### src/rtl/bram_access_arbiter.sv
// rtl/bram_access_arbiter.sv - two-client round-robin arbiter in front of a 16x8 dual-port BRAM
// After reset the memory is cleared one address per cycle, then one handshake is accepted per cycle.
module bram_access_arbiter #(
  parameter int ADDR_W = 4,
  parameter int DATA_W = 8,
  parameter logic [DATA_W-1:0] CLEAR_VAL = '0
) (
  input  logic              clk,
  input  logic              rst_n,
  input  logic              a_req_valid,
  output logic              a_req_ready,
  input  logic              a_req_we,
  input  logic [ADDR_W-1:0] a_req_addr,
  input  logic [DATA_W-1:0] a_req_wdata,
  output logic              a_rsp_valid,
  output logic [DATA_W-1:0] a_rsp_rdata,
  input  logic              b_req_valid,
  output logic              b_req_ready,
  input  logic              b_req_we,
  input  logic [ADDR_W-1:0] b_req_addr,
  input  logic [DATA_W-1:0] b_req_wdata,
  output logic              b_rsp_valid,
  output logic [DATA_W-1:0] b_rsp_rdata,
  output logic              mem_write_enable,
  output logic [ADDR_W-1:0] mem_write_addr,
  output logic [DATA_W-1:0] mem_write_data,
  output logic [ADDR_W-1:0] mem_read_addr,
  input  logic [DATA_W-1:0] mem_read_data,
  output logic              init_done
);

  localparam logic [0:0] ST_INIT = 1'b0;
  localparam logic [0:0] ST_RUN  = 1'b1;
  localparam logic [ADDR_W-1:0] LAST_ADDR = '1;
  localparam logic [ADDR_W-1:0] ONE = {{(ADDR_W-1){1'b0}}, 1'b1};

  logic [0:0]        state_q, state_d;
  logic [ADDR_W-1:0] cnt_q, cnt_d;
  logic              rr_q, rr_d;          // last granted client: 0 = A, 1 = B
  logic              init_done_q, init_done_d;
  logic              a_rsp_valid_q, a_rsp_valid_d;
  logic              b_rsp_valid_q, b_rsp_valid_d;
  logic [DATA_W-1:0] a_rdata_q, a_rdata_d;
  logic [DATA_W-1:0] b_rdata_q, b_rdata_d;

  logic run, grant_a, grant_b;

  assign run     = (state_q == ST_RUN);
  // On contention the client that was not granted last wins.
  assign grant_a = run & a_req_valid & (~b_req_valid | rr_q);
  assign grant_b = run & b_req_valid & (~a_req_valid | ~rr_q);

  assign a_req_ready = grant_a;
  assign b_req_ready = grant_b;
  assign init_done   = init_done_q;
  assign a_rsp_valid = a_rsp_valid_q;
  assign b_rsp_valid = b_rsp_valid_q;
  // The BRAM output is valid exactly in the response cycle, so pass it through then and hold it after.
  assign a_rsp_rdata = a_rsp_valid_q ? mem_read_data : a_rdata_q;
  assign b_rsp_rdata = b_rsp_valid_q ? mem_read_data : b_rdata_q;

  always_comb begin
    mem_write_enable = 1'b0;
    mem_write_addr   = '0;
    mem_write_data   = '0;
    mem_read_addr    = '0;
    if (!run) begin
      mem_write_enable = 1'b1;
      mem_write_addr   = cnt_q;
      mem_write_data   = CLEAR_VAL;
    end else if (grant_a) begin
      if (a_req_we) begin
        mem_write_enable = 1'b1;
        mem_write_addr   = a_req_addr;
        mem_write_data   = a_req_wdata;
      end else begin
        mem_read_addr    = a_req_addr;
      end
    end else if (grant_b) begin
      if (b_req_we) begin
        mem_write_enable = 1'b1;
        mem_write_addr   = b_req_addr;
        mem_write_data   = b_req_wdata;
      end else begin
        mem_read_addr    = b_req_addr;
      end
    end
  end

  always_comb begin
    state_d       = state_q;
    cnt_d         = cnt_q;
    rr_d          = rr_q;
    init_done_d   = init_done_q;
    a_rsp_valid_d = grant_a & ~a_req_we;
    b_rsp_valid_d = grant_b & ~b_req_we;
    a_rdata_d     = a_rsp_valid_q ? mem_read_data : a_rdata_q;
    b_rdata_d     = b_rsp_valid_q ? mem_read_data : b_rdata_q;
    if (!run) begin
      if (cnt_q == LAST_ADDR) begin
        state_d     = ST_RUN;
        init_done_d = 1'b1;
      end else begin
        cnt_d = cnt_q + ONE;
      end
    end
    if (grant_a) rr_d = 1'b0;
    if (grant_b) rr_d = 1'b1;
  end

  always_ff @(posedge clk or negedge rst_n) begin
    if (!rst_n) begin
      state_q       <= ST_INIT;
      cnt_q         <= '0;
      rr_q          <= 1'b0;
      init_done_q   <= 1'b0;
      a_rsp_valid_q <= 1'b0;
      b_rsp_valid_q <= 1'b0;
      a_rdata_q     <= '0;
      b_rdata_q     <= '0;
    end else begin
      state_q       <= state_d;
      cnt_q         <= cnt_d;
      rr_q          <= rr_d;
      init_done_q   <= init_done_d;
      a_rsp_valid_q <= a_rsp_valid_d;
      b_rsp_valid_q <= b_rsp_valid_d;
      a_rdata_q     <= a_rdata_d;
      b_rdata_q     <= b_rdata_d;
    end
  end

endmodule

### config.mk
export PLATFORM = sky130hd
export DESIGN_NAME = bram_access_arbiter
export DESIGN_NICKNAME = d
export VERILOG_FILES = /design/src/rtl/bram_access_arbiter.sv
export SDC_FILE = /design/constraint.sdc
export NUM_CORES = 1
export LEC_CHECK = 0
export ABC_AREA = 1
export BUFFER_PORTS_ARGS = -buffer_cell sky130_fd_sc_hd__clkbuf_2
export CELL_PAD_IN_SITES_DETAIL_PLACEMENT = 0
export CELL_PAD_IN_SITES_GLOBAL_PLACEMENT = 1
export CORE_AREA = 5 5 75 77
export CTS_BUF_LIST = sky130_fd_sc_hd__clkbuf_8
export DETAILED_ROUTE_END_ITERATION = 6
export DIE_AREA = 0 0 80 82
export PLACE_DENSITY = 0.73
export SLEW_MARGIN = 40
export SYNTH_ARGS = -nofsm -noshare
export SYNTH_HDL_FRONTEND = slang
export SYNTH_SLANG_ARGS = --single-unit
export TNS_END_PERCENT = 5
### constraint.sdc
create_clock -name clk -period 1.2 [get_ports clk]
set_clock_uncertainty 0.2 [all_clocks]
set_input_delay 0.24 -clock clk [delete_from_list [all_inputs] [get_ports clk]]
set_output_delay 0.24 -clock clk [all_outputs]
set_load 0.01 [all_outputs]
* Word-level counts from Yosys, hierarchy flattened
Cells that the tools add are included.
Widths: inputs -> output; s select.
** Word-level totals
- Flip-flop bits (word level) :: 25
- Output and inout bits :: 38
- Bits of input ports :: 38
- Word-level logic and storage cells :: 54
** Operators by class
- Bitwise gates (word level) :: 15
- Mux-type cells :: 26
- Equality and inequality tests :: 1
- Reductions and logical operators :: 3
- Add/subtract/negate cells :: 1
** Operators by type and width (count)
- $mux 8 :: 7
- $mux 4 :: 10
- $mux 1 :: 9
- $not 1->1 :: 7
- $and 1x1->1 :: 6
- $add 4x1->4 const B :: 1
- $eq 4x4->1 const B :: 1
- $reduce_and 2->1 :: 2
- $or 1x1->1 :: 2
- $reduce_bool 2->1 :: 1

* Longest topological paths before layout
Gate-level depths: netlist of the first run.
- Word-level depth :: 6
- Gate-level depth with buffers :: 6
- Gate-level depth less buffers :: 6

* Worst setup path after synthesis of the first run
Ideal clock, no wire load.
- Path type :: register -> output
- From :: register state_q, in the netlist run
- To :: output mem_read_addr[1]
- Cell stages (with the launch flop) :: 6
- Setup slack :: -0.213 ns
- Data arrival time :: 0.973 ns
- Required time :: 0.760 ns
- Path through :: dfrtp_1 > nand2_2 > a21oi_4 > buf_6 > nand3_1 > nand2_1
** Between the ends
- Cells in the longest elaborated chain, start to end :: 5
** Ends and longest elaborated chain
- from (decl) :: RTL line 37 : logic [0:0] state_q, state_d;
- from (signal assigned) :: RTL line 122 : state_q <= state_d;
- $and 1x1->1 (2 in series) :: RTL line 51 : assign grant_b = run & b_req_valid & (~a_req_valid | ~rr_q);
- named net b_req_ready :: RTL line 18 : output logic b_req_ready,
- $mux 4 :: RTL line 79 : end else if (grant_b) begin
- $mux 4 :: RTL line 71 : end else if (grant_a) begin
- $mux 4 :: RTL line 67 : if (!run) begin
- to (decl) :: RTL line 27 : output logic [ADDR_W-1:0] mem_read_addr,
The timed path passes the listed nets, and every way through them passes these cells.

* Worst setup path in the final report of the first run
- From :: register rr_q
- To :: output mem_read_addr[3]
** Between the ends
- Cells in the longest elaborated chain, start to end :: 6
** Ends and longest elaborated chain
- from (decl) :: RTL line 39 : logic rr_q, rr_d;
- from (signal assigned) :: RTL line 124 : rr_q <= rr_d;
- $not 1->1 :: RTL line 51
- $or 1x1->1 :: RTL line 51
- $and 1x1->1 :: RTL line 51
- $mux 4 :: RTL line 79
- $mux 4 * :: RTL line 71
- $mux 4 * :: RTL line 67
Mark *: on every way between the ends. The rest lies on a longest branch, timed or not.

==> results.sh, run 1 <==
export IMPL_status="finished with violations"
export IMPL_violations="setup timing"
export IMPL_tightestPinTransition_ns=0.322
export IMPL_post_route_min_period_ns=1.83
export IMPL_synth_ff_type="dfrtp_1"
export IMPL_cp_slowest_cell="dfrtp_1"
export IMPL_synth_seq_cells=25
export IMPL_max_freq_mhz=546
export IMPL_layout_drive_gt1_share_pct=58.3
export IMPL_crit_fanout=16
export IMPL_design_core_area_sq_um=4940
export IMPL_fin_ws_ns=-0.630
export IMPL_endpoint_kind="primary output"
export IMPL_start_util_pct=26.7
export IMPL_synth_edff_count=0
export IMPL_grt_remaining_overflow=0
export IMPL_hp_class="input port to flip-flop"
export IMPL_cts_root_buf="clkbuf_8"
export IMPL_drt_iter0_markers=20
export IMPL_synthCells=149
export IMPL_htreeDepth=1
export IMPL_grt_pass1_vias=1301
export IMPL_wire_per_inst_um=12.3
export IMPL_firstDrtPassIters=7
export IMPL_cts_tree="built"
export IMPL_leakagePower_nw=1.17
export IMPL_p_clk_share_pct=23.0
export IMPL_die_area_sq_um=6560
export IMPL_rows=26
export IMPL_intPower_w=0.00153
export IMPL_powerDensity_nw_per_um2=1020
export IMPL_syn_to_final_growth_pct=61.4
export IMPL_rsz0062_at_grt="true"
export IMPL_viasPerCell=4.18
export IMPL_yosysUniqueCellTypes=21
export IMPL_io_pins=76
export IMPL_drtAntennaViolNets=0
export IMPL_switching_power_w=0.000650
export IMPL_clk_latency_ns=0.27
export IMPL_ir_drop_uv=803
export IMPL_num_vias=1326
export IMPL_gp_congestion=0.756
export IMPL_grt_usage_pct=11.3
export IMPL_post_route_period_util_pct=153
export IMPL_synthArstFlopShare_pct=100
export IMPL_cts_made_buffers=3
export IMPL_hold_slack_ns=0.0305
export IMPL_grt_pass1_wl_um=5980
export IMPL_place_detailed_hpwl_um=3110
export IMPL_antenna_found_initial=0
export IMPL_max_cap_viol_count=0
export IMPL_dp_slack_ns=-0.353
export IMPL_clk_pin_slew_ns=0.09
export IMPL_total_power_w=0.00218
export IMPL_synth_avg_cell_area_sq_um=8.87
export IMPL_drcViolationCount=0
export IMPL_wl_um=3890
export IMPL_grt_max_degree=26
export IMPL_clock_path_buffers=2
export IMPL_fin_nets=287
export IMPL_worstSetupPathType="flip-flop to primary output"
export IMPL_ys_seq_area_share_pct=47.3
export IMPL_synth_fp_nets=188
export IMPL_relSlewSlack_pct=78.5
export IMPL_cp_num_buf_inv=3
export IMPL_cpPeakStageDelay_ns=0.43
export IMPL_port_buffers=75
export IMPL_die_y_um=82
export IMPL_cts_sinks=25
export IMPL_hold_violations=0
export IMPL_cp_data_required_time_ns=0.76
export IMPL_setup_viol=45
export IMPL_slew_viol_final=0
export IMPL_ys_warn_count=0
export IMPL_cp_cell_sequence="buf_6, a21oi_4, buf_12, nand3_1, nand2_1, buf_2"
export IMPL_crit_family="flip-flops"
export IMPL_swShare_pct=29.9
export IMPL_seqPwrFrac_pct=45.1
export IMPL_synth_area_sq_um=1320
export IMPL_die_w_um=80
export IMPL_power_frac_comb_pct=31.9
export IMPL_critPathArrivalTime_ns=1.39
export IMPL_antenna_cells=0
export IMPL_startpoint_type="flip-flop"
==> cell usage in the layout, fill, tap and decap left out, types with 5 or more instances in the layout <==
cell | synthesis | final
nand2_1 | 53 | 41
nand3_1 | 18 | 16
inv_1 | 13 | 10
clkbuf_2 | 0 | 61
mux2_2 | 16 | 14
buf_4 | 1 | 17
buf_2 | 2 | 11
dfrtp_1 | 25 | 24
nand2_2 | 2 | 12
buf_6 | 1 | 5
==> path summary, 6_finish.rpt <==
check                            startpoint               end  slack (ns)  depth (start not counted)
max                                    rr_q  mem_read_addr[3]       -0.63                          6
min                        mem_read_data[6]      b_rdata_q[6]        0.03                          2
max reg2reg                            rr_q       a_rsp_valid       -0.10                          6
min reg2reg                       init_done         init_done        0.28                          1
max in group asynchronous             rst_n               run        0.25                          3
min in group asynchronous             rst_n              rr_q        0.28                          3
==> what timing repair did <==
action                                  in CTS  in global routing
endpoints found under the setup margin      46                 55
setup buffers                                3                  0
gates resized for setup                      7                 31
gates cloned                                 0                  0
pin swaps                                    1                  2
hold buffers                                 1                  0
endpoints found under the hold margin       25                  0
==> sequential cells by signal, indices dropped and copies added (netlist names) <==
register and cells:
a_rdata_q 8, a_rsp_valid 1, b_rdata_q 8, b_rsp_valid 1, cnt_q 4, init_done 1
rr_q 1, run 1
==> logic make-up (layout without fill, tap and decap cells) <==
logic type      count (synthesis)  after routing  synth area share (%)
simple gates                   83             83                  28.0
flops                          25             25                  47.3
buf+inv                        18            116                  6.16
mux                            16             16                  13.6
compound gates                  5              5                  3.22
fa+ha+maj                       1              1                 0.947
xor+xnor                        1              1                 0.663
==> final cells by class <==
type	instances	area [sq um]
Inverter	14	55.1
Clock buffer	3	41.3
Fill cell	508	2810
Sequential cell	25	627
Timing Repair Buffer	98	614
Clock inverter	1	7.51
Tap cell	70	87.6
Multi-Input combinational cell	106	699
==> power groups by stage <==
stage / sequential [W] / clock, W / combinational, W
2_1_floorplan: 0.000993 / 0 / 0.000339
3_3_place_gp: 0.000994 / 0 / 0.000656
3_5_place_dp: 0.00100 / 0 / 0.000665
4_1_cts: 0.000983 / 0.000530 / 0.000686
5_1_grt: 0.000996 / 0.000551 / 0.000764
6_report: 0.000982 / 0.000500 / 0.000695
==> metrics by stage <==
step,cell area [sq um],util (%),setup TNS [ns],cells
after detailed placement,1960,39.5,-10.12,309
after global placement,1960,39.5,-9.83,309
after CTS,2060,41.6,-20.76,317
after floorplan,1340,-,-7.67,149
after global routing,2130,43.1,-22.87,317
final,2130,43.1,-19.82,317
==> cells in the mapped netlist, types with 2 or more instances <==
library cell,n,area (sq um)
nand2_2,2,12.5
nand4_1,4,25.0
mux2_2,16,180
nor2_1,3,11.3
nand2_1,53,199
buf_2,2,10.0
nand3_1,18,90.1
dfrtp_1,25,626
inv_1,13,48.8
nor2_4,2,22.5
==> per-layer routing <==
layer / part of all wire (%) / wire [um] / GRT usage, % / up-vias
met5: 0 / 0 / 0 / -
met4: 0.33 / 13 / 1.52 / 0
met3: 4.4 / 172 / 2.63 / 2
met2: 55 / 2150 / 20.4 / 31
met1: 40 / 1550 / 14.1 / 613
li1: - / - / - / 680
No activity file was read; power rests on OpenSTA's default activity.
==> inputs of run 2 (changes only) <==
--- a/config.mk
+++ b/config.mk
@@ -13,7 +13,7 @@
 export CTS_BUF_LIST = sky130_fd_sc_hd__clkbuf_8
 export DETAILED_ROUTE_END_ITERATION = 6
 export DIE_AREA = 0 0 80 82
-export PLACE_DENSITY = 0.73
+export PLACE_DENSITY = 0.77
 export SLEW_MARGIN = 40
 export SYNTH_ARGS = -nofsm -noshare
 export SYNTH_HDL_FRONTEND = slang
==> run 2 against run 1 <==
The flow still finishes with violations (setup timing). Core utilization decreased by 1.1 points. Critical path type unchanged. Hold slack improved by 0.0072 ns. Critical path depth unchanged. Non-clock buffer count increased by 1. Clock-buffer cell count unchanged. Cell area decreased by 2.5%. Sequential share of layout area increased by 0.70 points. Worst setup slack improved by 0.016 ns. Maximum frequency increased by 0.87%. First-iteration DRC count increased by 5.0%.
==> results.sh, run 2 (synthesis gave the netlist of run 1 again) <==
export IMPL_status="finished with violations"
export IMPL_violations="setup timing"
export IMPL_p_clk_share_pct=22.6
export IMPL_clk_latency_ns=0.26
export IMPL_fin_ws_ns=-0.615
export IMPL_place_detailed_hpwl_um=3090
export IMPL_largestRegisters="a_rdata_q: 8 flops, b_rdata_q: 8 flops, cnt_q: 4 flops"
export IMPL_drt_iter0_markers=21
export IMPL_max_freq_mhz=551
export IMPL_critPathArrivalTime_ns=1.37
export IMPL_cp_num_buf_inv=3
export IMPL_leakagePower_nw=1.15
export IMPL_hp_class="input port to flip-flop"
export IMPL_antenna_cells=0
export IMPL_cp_cell_sequence="buf_4, a21oi_4, buf_12, nand3_1, nand2_2, clkbuf_2"
export IMPL_crit_fanout=16
export IMPL_port_buffers=75
export IMPL_design_core_area_sq_um=4940
export IMPL_gp_congestion=0.848
export IMPL_post_route_min_period_ns=1.81
export IMPL_seqPwrFrac_pct=45.6
export IMPL_switching_power_w=0.000629
export IMPL_grt_max_degree=26
export IMPL_relSlewSlack_pct=78.4
export IMPL_syn_to_final_growth_pct=57.3
export IMPL_drcViolationCount=0
export IMPL_wl_um=3790
export IMPL_die_area_sq_um=6560
export IMPL_wire_per_inst_um=11.9
export IMPL_viasPerCell=4.22
export IMPL_grt_pass1_vias=1412
export IMPL_grt_usage_pct=11.9
export IMPL_antenna_found_initial=0
export IMPL_fin_nets=288
export IMPL_slew_viol_final=0
export IMPL_ir_drop_uv=555
export IMPL_rows=26
export IMPL_crit_family="buffers and inverters"
export IMPL_firstDrtPassIters=4
export IMPL_reg2regPathDepth=7
export IMPL_power_frac_comb_pct=31.7
export IMPL_cts_sinks=25
export IMPL_dp_slack_ns=-0.363
export IMPL_hold_violations=0
export IMPL_start_util_pct=26.7
export IMPL_tightestPinTransition_ns=0.325
export IMPL_fillers=539
export IMPL_num_vias=1342
export IMPL_rsz0062_at_grt="true"
export IMPL_cpPeakStageDelay_ns=0.38
export IMPL_cts_tree="built"
export IMPL_die_w_um=80
export IMPL_grt_pass1_wl_um=6340
export IMPL_swShare_pct=29.3
export IMPL_grt_remaining_overflow=0
export IMPL_worstSetupPathType="flip-flop to primary output"
export IMPL_drtAntennaViolNets=0
export IMPL_hold_path_depth=2
export IMPL_post_route_period_util_pct=151
export IMPL_final_common_cell="clkbuf_2"
export IMPL_cts_made_buffers=3
export IMPL_startpoint_type="flip-flop"
export IMPL_cts_root_buf="clkbuf_8"
export IMPL_max_cap_viol_count=0
export IMPL_powerDensity_nw_per_um2=1030
export IMPL_path_depth=6
export IMPL_die_y_um=82
export IMPL_clk_pin_slew_ns=0.08
export IMPL_intPower_w=0.00152
export IMPL_io_pins=76
export IMPL_setup_viol=43
export IMPL_final_cell_mix="clkbuf_2 (67), nand2_1 (42), dfrtp_1 (25), buf_4 (20), nand3_1 (17)"
export IMPL_hold_slack_ns=0.0377
export IMPL_clock_path_buffers=2
export IMPL_endpoint_kind="primary output"
export IMPL_cp_data_required_time_ns=0.76
export IMPL_cp_slowest_cell="dfrtp_1"
export IMPL_htreeDepth=1
export IMPL_layout_drive_gt1_share_pct=56.9
[run 2: cell types whose count changed in the layout (fill, tap and decap cells not counted), moves of 2 or more]
cell / previous run / this run
buf_4: 17 / 20
inv_1: 10 / 12
inv_2: 3 / 1
buf_2: 11 / 7
a21oi_2: 0 / 2
clkbuf_2: 61 / 67
buf_6: 5 / 1
[run 2: path summary, 6_finish.rpt]
path | from | endpoint | slack, ns
setup / recovery | rr_q | mem_write_data[4] | -0.61
max in group asynchronous | rst_n | b_rdata_q[3] | 0.27
hold / removal | mem_read_data[6] | b_rdata_q[6] | 0.04
hold reg to reg | init_done | init_done | 0.28
min in group asynchronous | rst_n | a_rsp_valid | 0.29
setup reg to reg | run | cnt_q[3] | -0.09
[run 2: stage by stage]
step / TNS (ns) / total power, W / util, % / instance area [sq um] / cells
6_report: -19.37 / 0.00214 / 42.0 / 2080 / 318
5_1_grt: -23.29 / 0.00229 / 42.0 / 2080 / 318
4_1_cts: -20.21 / 0.00218 / 41.8 / 2070 / 318
3_5_place_dp: -10.10 / 0.00167 / 40.0 / 1980 / 312
3_3_place_gp: -9.60 / 0.00166 / 40.0 / 1980 / 312
2_1_floorplan: -7.67 / 0.00133 / - / 1340 / 149
[run 2: repair_timing]
action,4_1_cts,5_1_grt
gates resized for setup,8,11
hold buffers,1,0
pin swaps,15,3
setup buffers,1,0
endpoints found under the setup margin,47,58
endpoints found under the hold margin,25,0
[run 2: worst reg2reg max path, stage by stage (launching register included)]
cell     delay (ns)
dfrtp_1        0.40
buf_4          0.16
inv_4          0.05
buf_4          0.12
nand2_2        0.10
inv_1          0.06
nand2_1        0.06
nand2_1        0.04
[run 2: cell type report]
class,count,area (sq um),area share [%]
flip-flops and latches,25,626,30.1
inverters,14,55.1,2.65
repair buffers,99,602,29.0
multi-input cells,106,662,31.8
clock buffers,3,41.3,1.99
clock inverters,1,5.00,0.241
well taps,70,87.6,4.21
[run 2: layer usage]
| layer | global-route usage, % | vias up | share of wire (%) |
|---|---|---|---|
| met5 | 0 | - | 0 |
| met4 | 2.36 | 0 | 0.45 |
| met3 | 2.85 | 2 | 5.2 |
| met2 | 22.0 | 33 | 56 |
| met1 | 14.0 | 628 | 39 |
| li1 | - | 679 | - |
[run 2: power by group through the flow]
stage               Clock, W  Sequential, W  Combinational, W
floorplan                  0       0.000993          0.000339
global placement           0       0.000995          0.000664
detailed placement         0        0.00100          0.000672
CTS                 0.000514       0.000981          0.000687
global route        0.000539       0.000995          0.000752
finish              0.000485       0.000978          0.000681
==> inputs of run 3 (changes only) <==
--- a/config.mk
+++ b/config.mk
@@ -9,11 +9,10 @@
 export BUFFER_PORTS_ARGS = -buffer_cell sky130_fd_sc_hd__clkbuf_2
 export CELL_PAD_IN_SITES_DETAIL_PLACEMENT = 0
 export CELL_PAD_IN_SITES_GLOBAL_PLACEMENT = 1
-export CORE_AREA = 5 5 75 77
-export CTS_BUF_LIST = sky130_fd_sc_hd__clkbuf_8
+export CORE_AREA = 5 5 76 78
 export DETAILED_ROUTE_END_ITERATION = 6
-export DIE_AREA = 0 0 80 82
-export PLACE_DENSITY = 0.77
+export DIE_AREA = 0 0 81 83
+export PLACE_DENSITY = 0.75
 export SLEW_MARGIN = 40
 export SYNTH_ARGS = -nofsm -noshare
 export SYNTH_HDL_FRONTEND = slang
==> run 3 against run 2 <==
The run still ends with setup timing left. Sequential share of layout area shrank 1.1 points. Largest cell class unchanged. Combinational power grew 10%. Register-to-register slack gained 0.03 ns. Hold slack lost 0.010 ns. Largest power group unchanged. Via count shrank 0.22%. Cell count shrank 1.3%.
==> results.sh, run 3 (synthesis gave the netlist of run 1 again) <==
export IMPL_holdCritStartpoint="mem_read_data[5]"
export IMPL_clk_latency_ns=0.27
export IMPL_fin_ws_ns=-0.638
export IMPL_antenna_found_initial=0
export IMPL_grt_max_degree=26
export IMPL_drt_iter0_markers=40
export IMPL_hp_class="input port to flip-flop"
export IMPL_clock_path_buffers=2
export IMPL_relSlewSlack_pct=79.2
export IMPL_cts_sinks=25
export IMPL_fin_nets=284
export IMPL_post_route_util_pct=43.0
export IMPL_endpoint_kind="primary output"
export IMPL_grt_usage_pct=11.6
export IMPL_wl_um=3860
export IMPL_clk_pin_slew_ns=0.09
export IMPL_slew_viol_final=0
export IMPL_ir_drop_uv=544
export IMPL_viasPerCell=4.26
export IMPL_total_power_w=0.00222
export IMPL_stdcell_area_sq_um=2150
export IMPL_status="finished with violations"
export IMPL_syn_to_final_growth_pct=63.1
export IMPL_leakagePower_nw=1.20
export IMPL_powerDensity_nw_per_um2=1030
export IMPL_firstDrtPassIters=4
export IMPL_violations="setup timing"
export IMPL_antenna_cells=0
export IMPL_grt_remaining_overflow=0
export IMPL_rows=26
export IMPL_drtAntennaViolNets=0
export IMPL_post_route_min_period_ns=1.84
export IMPL_grt_pass1_wl_um=6280
export IMPL_start_util_pct=26.4
export IMPL_post_route_period_util_pct=153
export IMPL_cts_tree="built"
export IMPL_fillers=525
export IMPL_port_buffers=75
export IMPL_final_cell_mix="clkbuf_2 (66), nand2_1 (42), dfrtp_1 (25), nand3_1 (16), mux2_4 (14)"
export IMPL_worstSetupStartpoint="rr_q"
export IMPL_worstSetupPathType="flip-flop to primary output"
export IMPL_tightestPinTransition_ns=0.313
export IMPL_cp_data_required_time_ns=0.76
export IMPL_wire_per_inst_um=12.3
export IMPL_io_pins=76
export IMPL_die_w_um=81
export IMPL_grt_pass1_vias=1301
export IMPL_startpoint_type="flip-flop"
export IMPL_reg2reg_from="cnt_q[0]"
export IMPL_final_common_cell="clkbuf_2"
export IMPL_hold_violations=0
export IMPL_crit_fanout=16
export IMPL_gp_congestion=0.759
export IMPL_critPathArrivalTime_ns=1.40
export IMPL_max_freq_mhz=544
export IMPL_seqCellArea_sq_um=626
export IMPL_drcViolationCount=0
export IMPL_cts_root_buf="clkbuf_8"
export IMPL_largestRegisters="a_rdata_q: 8 flops, b_rdata_q: 8 flops, cnt_q: 4 flops"
export IMPL_dp_slack_ns=-0.365
export IMPL_die_area_sq_um=6720
export IMPL_die_y_um=83
export IMPL_setup_viol=45
export IMPL_postPlaceCellArea_sq_um=1960
export IMPL_design_core_area_sq_um=5010
export IMPL_multi_input_area_sq_um=728
export IMPL_num_vias=1339
export IMPL_cts_made_buffers=3
export IMPL_place_detailed_hpwl_um=3050
export IMPL_rsz0062_at_grt="true"
export IMPL_layout_drive_gt1_share_pct=57.0
export IMPL_htreeDepth=1
export IMPL_max_cap_viol_count=0
## run 3: final cells by class
| cell class | count | area share (%) |
|---|---|---|
| clock buffers | 3 | 1.92 |
| clock inverters | 1 | 0.348 |
| inverters | 14 | 2.79 |
| multi-input cells | 106 | 33.8 |
| flip-flops and latches | 25 | 29.0 |
| well taps | 70 | 4.07 |
| repair buffers | 95 | 28.0 |
## run 3: where the power goes
part           leakage (nW)  internal, W  total, W  switching, W
clock network        0.0217     0.000235  0.000491      0.000256
logic                 0.901     0.000385  0.000749      0.000363
registers             0.278     0.000952  0.000983     0.0000309
total                  1.20      0.00157   0.00222      0.000651
## run 3: what timing repair did
item,CTS,global route
pin swaps,4,3
endpoints found under the hold margin,25,0
setup buffers,1,0
gates resized for setup,8,35
hold buffers,1,0
endpoints found under the setup margin,45,60
## run 3: path summary, 6_finish.rpt
kind	endpoint	slack, ns	cells after the start
worst min register to register	b_rdata_q[3]	0.30	1
min in group asynchronous	b_rdata_q[5]	0.29	3
max in group asynchronous	a_rdata_q[6]	0.27	3
worst min-delay path	b_rdata_q[5]	0.03	2
worst max register to register	cnt_q[0]	-0.06	4
worst max-delay path	mem_write_data[6]	-0.64	6
## run 3: metrics by stage
stage	setup TNS [ns]	hold WS, ns	cells
2_1_floorplan	-7.67	-0.256	149
5_1_grt	-23.60	0.0107	314
6_report	-20.19	0.0276	314
3_3_place_gp	-9.61	0.0495	308
4_1_cts	-20.66	0.0166	314
3_5_place_dp	-10.03	0.0447	308
## run 3: critical path, stage by stage, from the launching register on
cell	delay, ns
dfrtp_1	0.41
buf_4	0.15
a21oi_4	0.14
buf_12	0.16
nand3_1	0.08
nand2_2	0.06
clkbuf_2	0.13
## run 3: layer usage
layer  GRT usage [%]  wire (um)  vias up
met3            2.92        181        4
li1                -          -      678
met4            2.30         34        0
met2            21.1       2040       32
met5               0          0        -
met1            13.6       1600      625
